<file path="src/rtl/pong_pkg.sv">
// Shared types and constants for the pong game-state engine.
package pong_pkg;

  localparam int unsigned GRID    = 32;
  localparam int unsigned COORD_W = 5;
  localparam int unsigned COLOR_W = 6;

  localparam logic [COORD_W-1:0] CENTER = 5'd15;

  localparam logic [COLOR_W-1:0] BG_COLOR_DEF   = 6'b000010;
  localparam logic [COLOR_W-1:0] MISS_COLOR_DEF = 6'b110000;

  typedef enum logic [1:0] {
    SERVE = 2'd0,
    PLAY  = 2'd1,
    MISS  = 2'd2
  } state_e;

endpackage

</file>
<file path="src/rtl/pong_paddle.sv">
// One paddle: saturating per-frame up/down position and its registered row-occupancy mask.
module pong_paddle
  import pong_pkg::*;
#(
  parameter int unsigned PADDLE_LEN = 5
) (
  input  logic               clk,
  input  logic               reset,
  input  logic               frame,
  input  logic               up,
  input  logic               dn,
  output logic [COORD_W-1:0] pos,
  output logic [GRID-1:0]    mask
);

  localparam logic [COORD_W-1:0] POS_MAX   = COORD_W'(GRID - PADDLE_LEN);
  localparam logic [COORD_W-1:0] POS_INIT  = COORD_W'((GRID - PADDLE_LEN) / 2);
  localparam logic [GRID-1:0]    MASK_BASE = GRID'((64'd1 << PADDLE_LEN) - 64'd1);
  localparam logic [GRID-1:0]    MASK_INIT = MASK_BASE << POS_INIT;

  logic [COORD_W-1:0] pos_q, pos_d;
  logic [GRID-1:0]    mask_q, mask_d;

  // Opposing or absent presses hold the paddle still.
  always_comb begin
    pos_d = pos_q;
    if (frame) begin
      if (up && !dn && (pos_q != '0)) begin
        pos_d = pos_q - COORD_W'(1);
      end else if (dn && !up && (pos_q != POS_MAX)) begin
        pos_d = pos_q + COORD_W'(1);
      end
    end
    mask_d = MASK_BASE << pos_d;
  end

  always_ff @(posedge clk or posedge reset) begin
    if (reset) begin
      pos_q  <= POS_INIT;
      mask_q <= MASK_INIT;
    end else begin
      pos_q  <= pos_d;
      mask_q <= mask_d;
    end
  end

  assign pos  = pos_q;
  assign mask = mask_q;

endmodule

</file>
<file path="src/rtl/pong_game.sv">
// Per-frame pong game state: serve/play/miss sequencing, ball motion, scoring, background.
// Define PONG_AUTOPLAY_EN to have the right paddle track the ball instead of its buttons.
module pong_game
  import pong_pkg::*;
#(
  parameter int unsigned        PADDLE_LEN   = 5,
  parameter int unsigned        BALL_DIV     = 2,
  parameter int unsigned        SERVE_FRAMES = 32,
  parameter int unsigned        MISS_FRAMES  = 16,
  parameter logic [COLOR_W-1:0] BG_COLOR     = BG_COLOR_DEF,
  parameter logic [COLOR_W-1:0] MISS_COLOR   = MISS_COLOR_DEF
) (
  input  logic               clk,
  input  logic               reset,
  input  logic               frame,
  input  logic               lbtn_up,
  input  logic               lbtn_dn,
  input  logic               rbtn_up,
  input  logic               rbtn_dn,
  output logic [COORD_W-1:0] ball_x,
  output logic [COORD_W-1:0] ball_y,
  output logic [GRID-1:0]    lpaddle,
  output logic [GRID-1:0]    rpaddle,
  output logic [COLOR_W-1:0] bgcolor,
  output logic [3:0]         lscore,
  output logic [3:0]         rscore
);

  localparam int unsigned CNT_W = 8;
  localparam logic [COORD_W-1:0] X_LEDGE = COORD_W'(GRID - 2);
  localparam logic [COORD_W-1:0] X_LGOAL = COORD_W'(GRID - 1);
  localparam logic [COORD_W-1:0] Y_MAX   = COORD_W'(GRID - 1);

  state_e             state_q, state_d;
  logic [CNT_W-1:0]   cnt_q, cnt_d;
  logic [COORD_W-1:0] x_q, x_d, y_q, y_d;
  logic               dx_q, dx_d, dy_q, dy_d;
  logic [3:0]         ls_q, ls_d, rs_q, rs_d;
  logic [COLOR_W-1:0] bg_q, bg_d;

  logic [COORD_W-1:0] lpos, rpos;
  logic [GRID-1:0]    lmask, rmask;
  logic               r_up, r_dn;
  logic               unused_pos;
  logic               ny_dir;
  logic [COORD_W-1:0] ny;

  assign unused_pos = ^{lpos, rpos};

`ifdef PONG_AUTOPLAY_EN
  // Steer the right paddle's centre row toward the ball row.
  assign r_up = (y_q < (rpos + COORD_W'(PADDLE_LEN / 2)));
  assign r_dn = (y_q > (rpos + COORD_W'(PADDLE_LEN / 2)));
`else
  assign r_up = rbtn_up;
  assign r_dn = rbtn_dn;
`endif

  pong_paddle #(.PADDLE_LEN(PADDLE_LEN)) u_lpaddle (
    .clk   (clk),
    .reset (reset),
    .frame (frame),
    .up    (lbtn_up),
    .dn    (lbtn_dn),
    .pos   (lpos),
    .mask  (lmask)
  );

  pong_paddle #(.PADDLE_LEN(PADDLE_LEN)) u_rpaddle (
    .clk   (clk),
    .reset (reset),
    .frame (frame),
    .up    (r_up),
    .dn    (r_dn),
    .pos   (rpos),
    .mask  (rmask)
  );

  always_comb begin
    state_d = state_q;
    cnt_d   = cnt_q;
    x_d     = x_q;
    y_d     = y_q;
    dx_d    = dx_q;
    dy_d    = dy_q;
    ls_d    = ls_q;
    rs_d    = rs_q;
    bg_d    = bg_q;
    ny_dir  = dy_q;
    ny      = y_q;
    if (frame) begin
      unique case (state_q)
        SERVE: begin
          x_d = CENTER;
          y_d = CENTER;
          if (cnt_q == CNT_W'(SERVE_FRAMES - 1)) begin
            cnt_d   = '0;
            state_d = PLAY;
          end else begin
            cnt_d = cnt_q + CNT_W'(1);
          end
        end
        PLAY: begin
          if (cnt_q == CNT_W'(BALL_DIV - 1)) begin
            cnt_d = '0;
            // Wall bounce resolves before the move; paddle test uses the moved row.
            if ((y_q == '0) && !dy_q)   ny_dir = 1'b1;
            if ((y_q == Y_MAX) && dy_q) ny_dir = 1'b0;
            ny   = ny_dir ? (y_q + COORD_W'(1)) : (y_q - COORD_W'(1));
            dy_d = ny_dir;
            y_d  = ny;
            if ((x_q == X_LEDGE) && dx_q) begin
              if (lmask[ny]) begin
                dx_d = 1'b0;
                x_d  = X_LEDGE - COORD_W'(1);
              end else begin
                x_d     = X_LGOAL;
                rs_d    = (rs_q == 4'd9) ? 4'd0 : (rs_q + 4'd1);
                state_d = MISS;
              end
            end else if ((x_q == COORD_W'(1)) && !dx_q) begin
              if (rmask[ny]) begin
                dx_d = 1'b1;
                x_d  = COORD_W'(2);
              end else begin
                x_d     = '0;
                ls_d    = (ls_q == 4'd9) ? 4'd0 : (ls_q + 4'd1);
                state_d = MISS;
              end
            end else begin
              x_d = dx_q ? (x_q + COORD_W'(1)) : (x_q - COORD_W'(1));
            end
          end else begin
            cnt_d = cnt_q + CNT_W'(1);
          end
        end
        MISS: begin
          if (cnt_q == CNT_W'(MISS_FRAMES - 1)) begin
            cnt_d   = '0;
            state_d = SERVE;
            x_d     = CENTER;
            y_d     = CENTER;
            dx_d    = ~dx_q;
          end else begin
            cnt_d = cnt_q + CNT_W'(1);
          end
        end
        default: begin
          cnt_d   = '0;
          state_d = SERVE;
        end
      endcase
      bg_d = (state_d == MISS) ? MISS_COLOR : BG_COLOR;
    end
  end

  always_ff @(posedge clk or posedge reset) begin
    if (reset) begin
      state_q <= SERVE;
      cnt_q   <= '0;
      x_q     <= CENTER;
      y_q     <= CENTER;
      dx_q    <= 1'b1;
      dy_q    <= 1'b1;
      ls_q    <= '0;
      rs_q    <= '0;
      bg_q    <= BG_COLOR;
    end else begin
      state_q <= state_d;
      cnt_q   <= cnt_d;
      x_q     <= x_d;
      y_q     <= y_d;
      dx_q    <= dx_d;
      dy_q    <= dy_d;
      ls_q    <= ls_d;
      rs_q    <= rs_d;
      bg_q    <= bg_d;
    end
  end

  assign ball_x  = x_q;
  assign ball_y  = y_q;
  assign lpaddle = lmask;
  assign rpaddle = rmask;
  assign bgcolor = bg_q;
  assign lscore  = ls_q;
  assign rscore  = rs_q;

endmodule

</file>
<file path="config.mk">
export PLATFORM = sky130hd
export DESIGN_NAME = pong_game
export DESIGN_NICKNAME = d
export VERILOG_FILES = /design/src/rtl/pong_pkg.sv /design/src/rtl/pong_paddle.sv /design/src/rtl/pong_game.sv
export SDC_FILE = /design/constraint.sdc
export NUM_CORES = 1
export LEC_CHECK = 0
export CAP_MARGIN = 20
export CORE_UTILIZATION = 49
export DETAILED_ROUTE_END_ITERATION = 8
export PLACE_DENSITY_LB_ADDON = 0.05
export REMOVE_ABC_BUFFERS = 1
export SLEW_MARGIN = 20
export SYNTH_ARGS = -nofsm -noshare
export SYNTH_HDL_FRONTEND = slang
export SYNTH_HIERARCHICAL = 1
export SYNTH_SLANG_ARGS = --single-unit
</file>
<file path="constraint.sdc">
create_clock -name clk -period 3.6 [get_ports clk]
set_input_delay 0.54 -clock clk [delete_from_list [all_inputs] [get_ports clk]]
set_output_delay 0.54 -clock clk [all_outputs]
set_load 0.005 [all_outputs]
</file>
==> results of run 1 <==
[through the flow]
step                hold slack (ns)  setup slack, ns   TNS [ns]  instance area [sq um]
floorplan                    0.4782          -0.3954     -2.189                   5764
global placement             0.4906           0.2036          0                   6959
detailed placement           0.5078           0.1436          0                   6959
CTS                          0.5072           0.1280          0                   7238
global route                 0.5232        -0.004749  -0.004749                   7269
finish                       0.5057           0.2165          0                   7269
[report_power, final]
part | switching, mW | internal [mW] | leakage [nW]
Sequential | 0.468 | 1.70 | 1.34
Combinational | 1.90 | 1.78 | 1.59
Clock | 0.462 | 0.479 | 0.135
Total | 2.83 | 3.95 | 3.06
[tightest hold or removal path: cells and delay by family (launching register included)]
family	cells	cell delay, ns
flip-flops	1	0.39
AO/OA/AOI/OAI	1	0.06
AND/OR/NAND/NOR	1	0.05
[sequential cells by signal, summed over array words and instances (netlist names)]
name / count
lscore: 4
u_lpaddle/mask: 32
u_rpaddle/pos: 5
rscore: 4
u_lpaddle/pos: 5
dx_q: 1
ball_y: 5
state_q: 2
dy_q: 1
ball_x: 5
bgcolor: 2
u_rpaddle/mask: 32
cnt_q: 8
[layout make-up]
type	instances	area, sq um	area share
Clock buffer	10	229.0	0.03150
Clock inverter	6	50.05	0.006885
Inverter	33	126.4	0.01738
Multi-Input combinational cell	391	2972	0.4088
Sequential cell	106	2686	0.3695
Tap cell	143	178.9	0.02461
Timing Repair Buffer	106	1027	0.1413
[per-layer routing]
layer | share of wire | wire [um] | track usage
met3 | 0.069 | 1069 | 0.06151
met4 | 0.013 | 202 | 0.06486
met5 | 0 | 0 | 0
met1 | 0.46 | 7081 | 0.3847
met2 | 0.46 | 7127 | 0.3950
[placed cells by master, fill, tap and decap left out, drive strengths merged, types with 10 or more instances in the layout]
master	synthesis	routed
clkbuf	12	10
nor2	49	49
buf	14	15
mux4	18	18
a21oi	26	26
dfstp	27	27
inv	31	32
nand2	47	47
clkdlybuf4s50	0	91
xnor2	10	10
ha	13	13
o21ai	41	41
dfrtp	79	79
nand3	22	22
[logic make-up (layout without fill, tap and decap cells)]
group / after synthesis / after routing / synth area share
AO/OA/AOI/OAI: 141 / 142 / 0.1824
XOR/XNOR: 10 / 10 / 0.01479
adder cells (fa/ha/maj): 14 / 14 / 0.03085
buffers and inverters: 59 / 155 / 0.04903
flip-flops: 106 / 106 / 0.4537
multiplexers: 32 / 32 / 0.09341
other: 1 / 3 / 0.0006334
AND/OR/NAND/NOR: 190 / 190 / 0.1752
[final timing paths]
path                            cells after the start  slack (ns)  startpoint                 end
worst max register to register                     11        0.22   ball_y[2]           rscore[1]
max in group asynchronous                           3        2.08       reset  u_rpaddle/mask[16]
min in group asynchronous                           2        0.70       reset           rscore[1]
worst min-delay path                                2        0.51        dy_q                dy_q
worst min register to register                      2        0.51        dy_q                dy_q
worst max-delay path                               11        0.22   ball_y[2]           rscore[1]
[what timing repair did]
| item | 4_1_cts | 5_1_grt |
|---|---|---|
| resized for setup | 0 | 4 |
| buffers inserted | 0 | 1 |
| endpoints found under the setup margin | 0 | 5 |
==> results.py, run 1 <==
metrics = {
    "outcome": {
        "status": "finished with violations",
        "violations": "design-rule violations",
    },
    "placed_design": {
        "port_buffers": 91,
        "place_inst": 777,
        "gp_congestion": 0.9145,
        "dp_hpwl_mm": 11.45,
    },
    "critical_path": {
        "slowest_stage": "dfstp_2",
        "path_delay_family": "multiplexers",
        "end_kind": "flop",
        "required_ns": 3.83,
        "path_class": "flop to flop",
        "cp_common_cell": "mux4_2",
        "crit_arrival_ns": 3.62,
        "cp_cell_sequence": "and4_1 -> o21ai_0 -> o21ai_1 -> inv_1 -> fa_1 -> buf_4 -> mux4_2 -> mux4_2 -> o22ai_4 -> nand3_1 -> mux2_1",
        "worstPathMaxFanout": 10,
        "cp_num_buf_inv": 2,
        "cpPeakStageDelay_ns": 0.57,
        "cp-start-kind": "flop",
    },
    "synth": {
        "ys_ff_latch": 106,
        "synthArstFlopShare": 1.000,
        "yosys-top-cells-area": "dfrtp_1 (33%), dfstp_2 (12%), mux4_2 (6.8%), nand2_1 (2.9%), nor2_1 (2.9%)",
        "synth_top_flop_cell": "dfrtp_1",
        "synth_edf_count": 0,
        "synth_seq_area_share": 0.4537,
        "synth_area_sq_mm": 0.005921,
        "postSynthCellCount": 553,
        "synth.top_cell.area_share": 0.3339,
        "synth_most_common_cell": "dfrtp_1",
        "synth_cell_types": 89,
        "netlist_top_cells_count": "dfrtp_1 (79), nand2_1 (46), nor2_1 (46), o21ai_0 (33), dfstp_2 (27)",
        "yosysTopAreaCell": "dfrtp_1",
        "avgSynthCellArea_sq_um": 10.71,
        "ys_warn_count": 6,
    },
    "global_route": {
        "antenna_found_initial": 0,
        "overflow": 0,
        "grt_max_degree": 38,
        "grt_pass1_vias": 4782,
        "grt_usage": 0.2630,
        "grt_pass1_wl_mm": 25.41,
    },
    "cells_and_area": {
        "utilization": 0.6259,
        "n_antenna_cell": 0,
        "instances_no_fill": 795,
        "drive_above_1_share": 0.1825,
        "synthToLayoutAreaGrowth_pct": 22.78,
        "nFillCells": 941,
        "finalNetCount": 668,
    },
    "route": {
        "wl_per_cell_um": 19.47,
        "antenna_left": 0,
        "firstDrtPassIters": 7,
        "drc": 7,
        "vias": 4855,
        "drt_iter0_drc": 356,
        "via_per_inst": 6.107,
        "wirelength_mm": 15.48,
    },
    "timing": {
        "slew_headroom": 0.3749,
        "fin_crit_sh": 0.9399,
        "final-setup-viol-count": 0,
        "hold_violations": 0,
        "tightestPinTransition_ns": 0.9320,
        "finClkSkew_ns": 0.008370,
        "maxSlewViolCount": 0,
        "fmax_ghz": 0.2956,
        "period_needed_ns": 3.383,
        "rsz0062_at_grt": "true",
    },
    "pwr": {
        "power_mw": 6.778,
        "p_leak_nw": 3.063,
        "pwr_density_cell_mw_per_mm2": 932.4,
        "ir_drop_v": 0.0005213,
    },
    "floorplanning": {
        "dieArea_sq_mm": 0.01253,
        "die_w_um": 111.9,
        "start_util": 0.5098,
        "fp.dieH_um": 111.9,
        "ioPinCount": 95,
        "num_rows": 39,
        "fp.coreArea_sq_mm": 0.01161,
    },
    "clocking": {
        "cts-root-buf": "clkbuf_16",
        "cts.sink_count": 106,
        "clkSlewWorstSetupHoldPaths_ns": 0.07,
        "numCtsBuffers": 9,
        "htreeDepth": 3,
        "clock_latency_ns": 0.35,
        "cts_tree": "yes",
        "cts_buffer_depth": 2,
        "hold_buffers": 0,
    },
    "job": {
        "maxCapViolCount": 0,
    },
    "worst_hold_path": {
        "hp-class": "flop to flop",
    },
}
Note: power is estimated with default switching activity, not from simulation.
==> inputs of run 2 (changes only) <==
--- a/config.mk
+++ b/config.mk
@@ -8,7 +8,7 @@
 export CAP_MARGIN = 20
 export CORE_UTILIZATION = 49
 export DETAILED_ROUTE_END_ITERATION = 8
-export PLACE_DENSITY_LB_ADDON = 0.05
+export PLACE_DENSITY = 0.81
 export REMOVE_ABC_BUFFERS = 1
 export SLEW_MARGIN = 20
 export SYNTH_ARGS = -nofsm -noshare
==> results.py, run 2 (same netlist as run 1, synthesis figures left out) <==
metrics = {
    "outcome": {
        "status": "finished with violations",
        "violations": "design-rule violations",
    },
    "pwr": {
        "power_mw": 6.894,
        "p_sw_frac": 0.4185,
        "seqPwrFrac": 0.316,
        "pwr_density_cell_mw_per_mm2": 939.6,
        "power_switching_mw": 2.885,
        "p_leak_nw": 3.095,
        "clockPowerShare": 0.141,
        "p_int_mw": 4.009,
        "ir_drop_v": 0.0005811,
        "combPwrFrac": 0.543,
    },
    "worst_hold_path": {
        "worstHoldEndpoint": "dy_q",
        "hp-start": "dy_q",
        "hp-class": "flop to flop",
        "hold_path_depth": 2,
    },
    "route": {
        "drc": 4,
        "via_per_inst": 6.235,
        "wl_per_cell_um": 19.91,
        "drt_iter0_drc": 568,
        "firstDrtPassIters": 7,
        "antenna_left": 0,
        "vias": 4963,
        "wirelength_mm": 15.85,
    },
    "placed_design": {
        "dp_hpwl_mm": 11.79,
        "port_buffers": 91,
        "gp_congestion": 0.8970,
        "place_inst": 773,
    },
    "floorplanning": {
        "fp.coreArea_sq_mm": 0.01161,
        "die_w_um": 111.9,
        "fp.dieH_um": 111.9,
        "num_rows": 39,
        "start_util": 0.5098,
        "dieArea_sq_mm": 0.01253,
        "ioPinCount": 95,
    },
    "timing": {
        "fmax_ghz": 0.2849,
        "finClkSkew_ns": 0.009187,
        "slew_headroom": 0.4812,
        "final-setup-viol-count": 0,
        "fin_crit_sh": 0.9749,
        "maxSlewViolCount": 0,
        "tightestPinTransition_ns": 0.7726,
        "period_needed_ns": 3.510,
        "hold_violations": 0,
    },
    "cells_and_area": {
        "layout_commonest_cell": "clkdlybuf4s50_1",
        "instances_no_fill": 796,
        "utilization": 0.6318,
        "finalNetCount": 669,
        "final_cell_mix": "clkdlybuf4s50_1 (91), dfrtp_1 (79), nand2_1 (46), nor2_1 (46), o21ai_0 (31)",
        "drive_above_1_share": 0.1930,
        "nFillCells": 871,
        "synthToLayoutAreaGrowth_pct": 23.92,
        "n_antenna_cell": 0,
    },
    "critical_path": {
        "reg2reg_slack_ns": 0.09,
        "reg2reg_depth": 11,
        "cp-start-kind": "flop",
        "worstPathMaxFanout": 8,
        "path_class": "flop to flop",
        "required_ns": 3.85,
        "end_kind": "flop",
        "r2r-end": "rscore[1]",
        "crit_arrival_ns": 3.76,
        "rr_startpoint": "ball_y[3]",
    },
    "clocking": {
        "cts.sink_count": 106,
        "clkSlewWorstSetupHoldPaths_ns": 0.08,
        "clock_latency_ns": 0.36,
        "htreeDepth": 3,
        "numCtsBuffers": 9,
        "hold_buffers": 0,
        "cts-root-buf": "clkbuf_16",
        "cts_tree": "yes",
        "cts_buffer_depth": 2,
    },
    "global_route": {
        "grt_max_degree": 38,
        "grt_pass1_wl_mm": 25.73,
        "overflow": 0,
        "grt_usage": 0.2633,
        "antenna_found_initial": 1,
        "grt_pass1_vias": 4906,
    },
    "job": {
        "maxCapViolCount": 0,
    },
}
run 2: power by group through the flow:
stage                     sequential (mW)  clock [mW]  combinational [mW]
final                                2.18       0.971                3.75
after global routing                 2.23        1.02                4.02
after CTS                            2.16       0.982                3.58
after detailed placement             2.18           0                3.54
after global placement               2.18           0                3.39
after floorplan                      2.09           0                2.18
run 2: cell type report:
class	count	area, sq um	share of cell area
clock buffers	9	225.2	0.03070
clock inverters	7	72.57	0.009891
inverters	33	126.4	0.01722
multi-input cells	390	2969	0.4047
flip-flops and latches	106	2686	0.3661
well taps	143	178.9	0.02439
repair buffers	108	1079	0.1470
run 2: repair_timing:
item                                    in CTS  in global routing
setup buffers                                0                  6
pin swaps                                    0                  5
gates resized for setup                      1                  8
endpoints found under the setup margin       4                 10
run 2: worst max-delay path: stages, from the launching register on:
cell and delay (ns):
dfstp_2 0.57, and4_4 0.25, o21ai_2 0.05, o21ai_1 0.10, inv_1 0.09, fa_2 0.70
buf_12 0.14, mux4_2 0.30, mux4_2 0.51, o22ai_4 0.27, nand3_2 0.11, mux2_4 0.31
run 2: metal layers:
| layer | GRT usage | vias to the layer above | routed length [um] |
|---|---|---|---|
| li1 | - | 2236 | - |
| met2 | 0.4207 | 237 | 7729 |
| met5 | 0 | - | 0 |
| met3 | 0.06369 | 31 | 1234 |
| met4 | 0.09459 | 0 | 351 |
| met1 | 0.3500 | 2459 | 6536 |
run 2: stage by stage:
stage | setup slack, ns | cell area, sq um | hold slack [ns] | setup TNS [ns]
after floorplan | -0.3954 | 5764 | 0.4782 | -2.189
after global placement | 0.1464 | 6929 | 0.4952 | 0
after detailed placement | -0.04385 | 6929 | 0.5027 | -0.09702
after CTS | 0.03911 | 7229 | 0.5046 | 0
after global routing | -0.008439 | 7337 | 0.5351 | -0.008439
final | 0.09038 | 7337 | 0.5063 | 0
run 2: worst max-delay path by stage:
stage / from / end / slack [ns] / cells past startpoint
detailed placement: ball_y[2] / lscore[1] / -0.04 / 12
global route: ball_y[3] / rscore[1] / -0.008 / 11
finish: ball_y[3] / rscore[1] / 0.09 / 11
floorplan: ball_y[0] / rscore[1] / -0.40 / 10
global placement: ball_y[3] / rscore[1] / 0.15 / 10
CTS: ball_y[3] / lscore[1] / 0.04 / 12
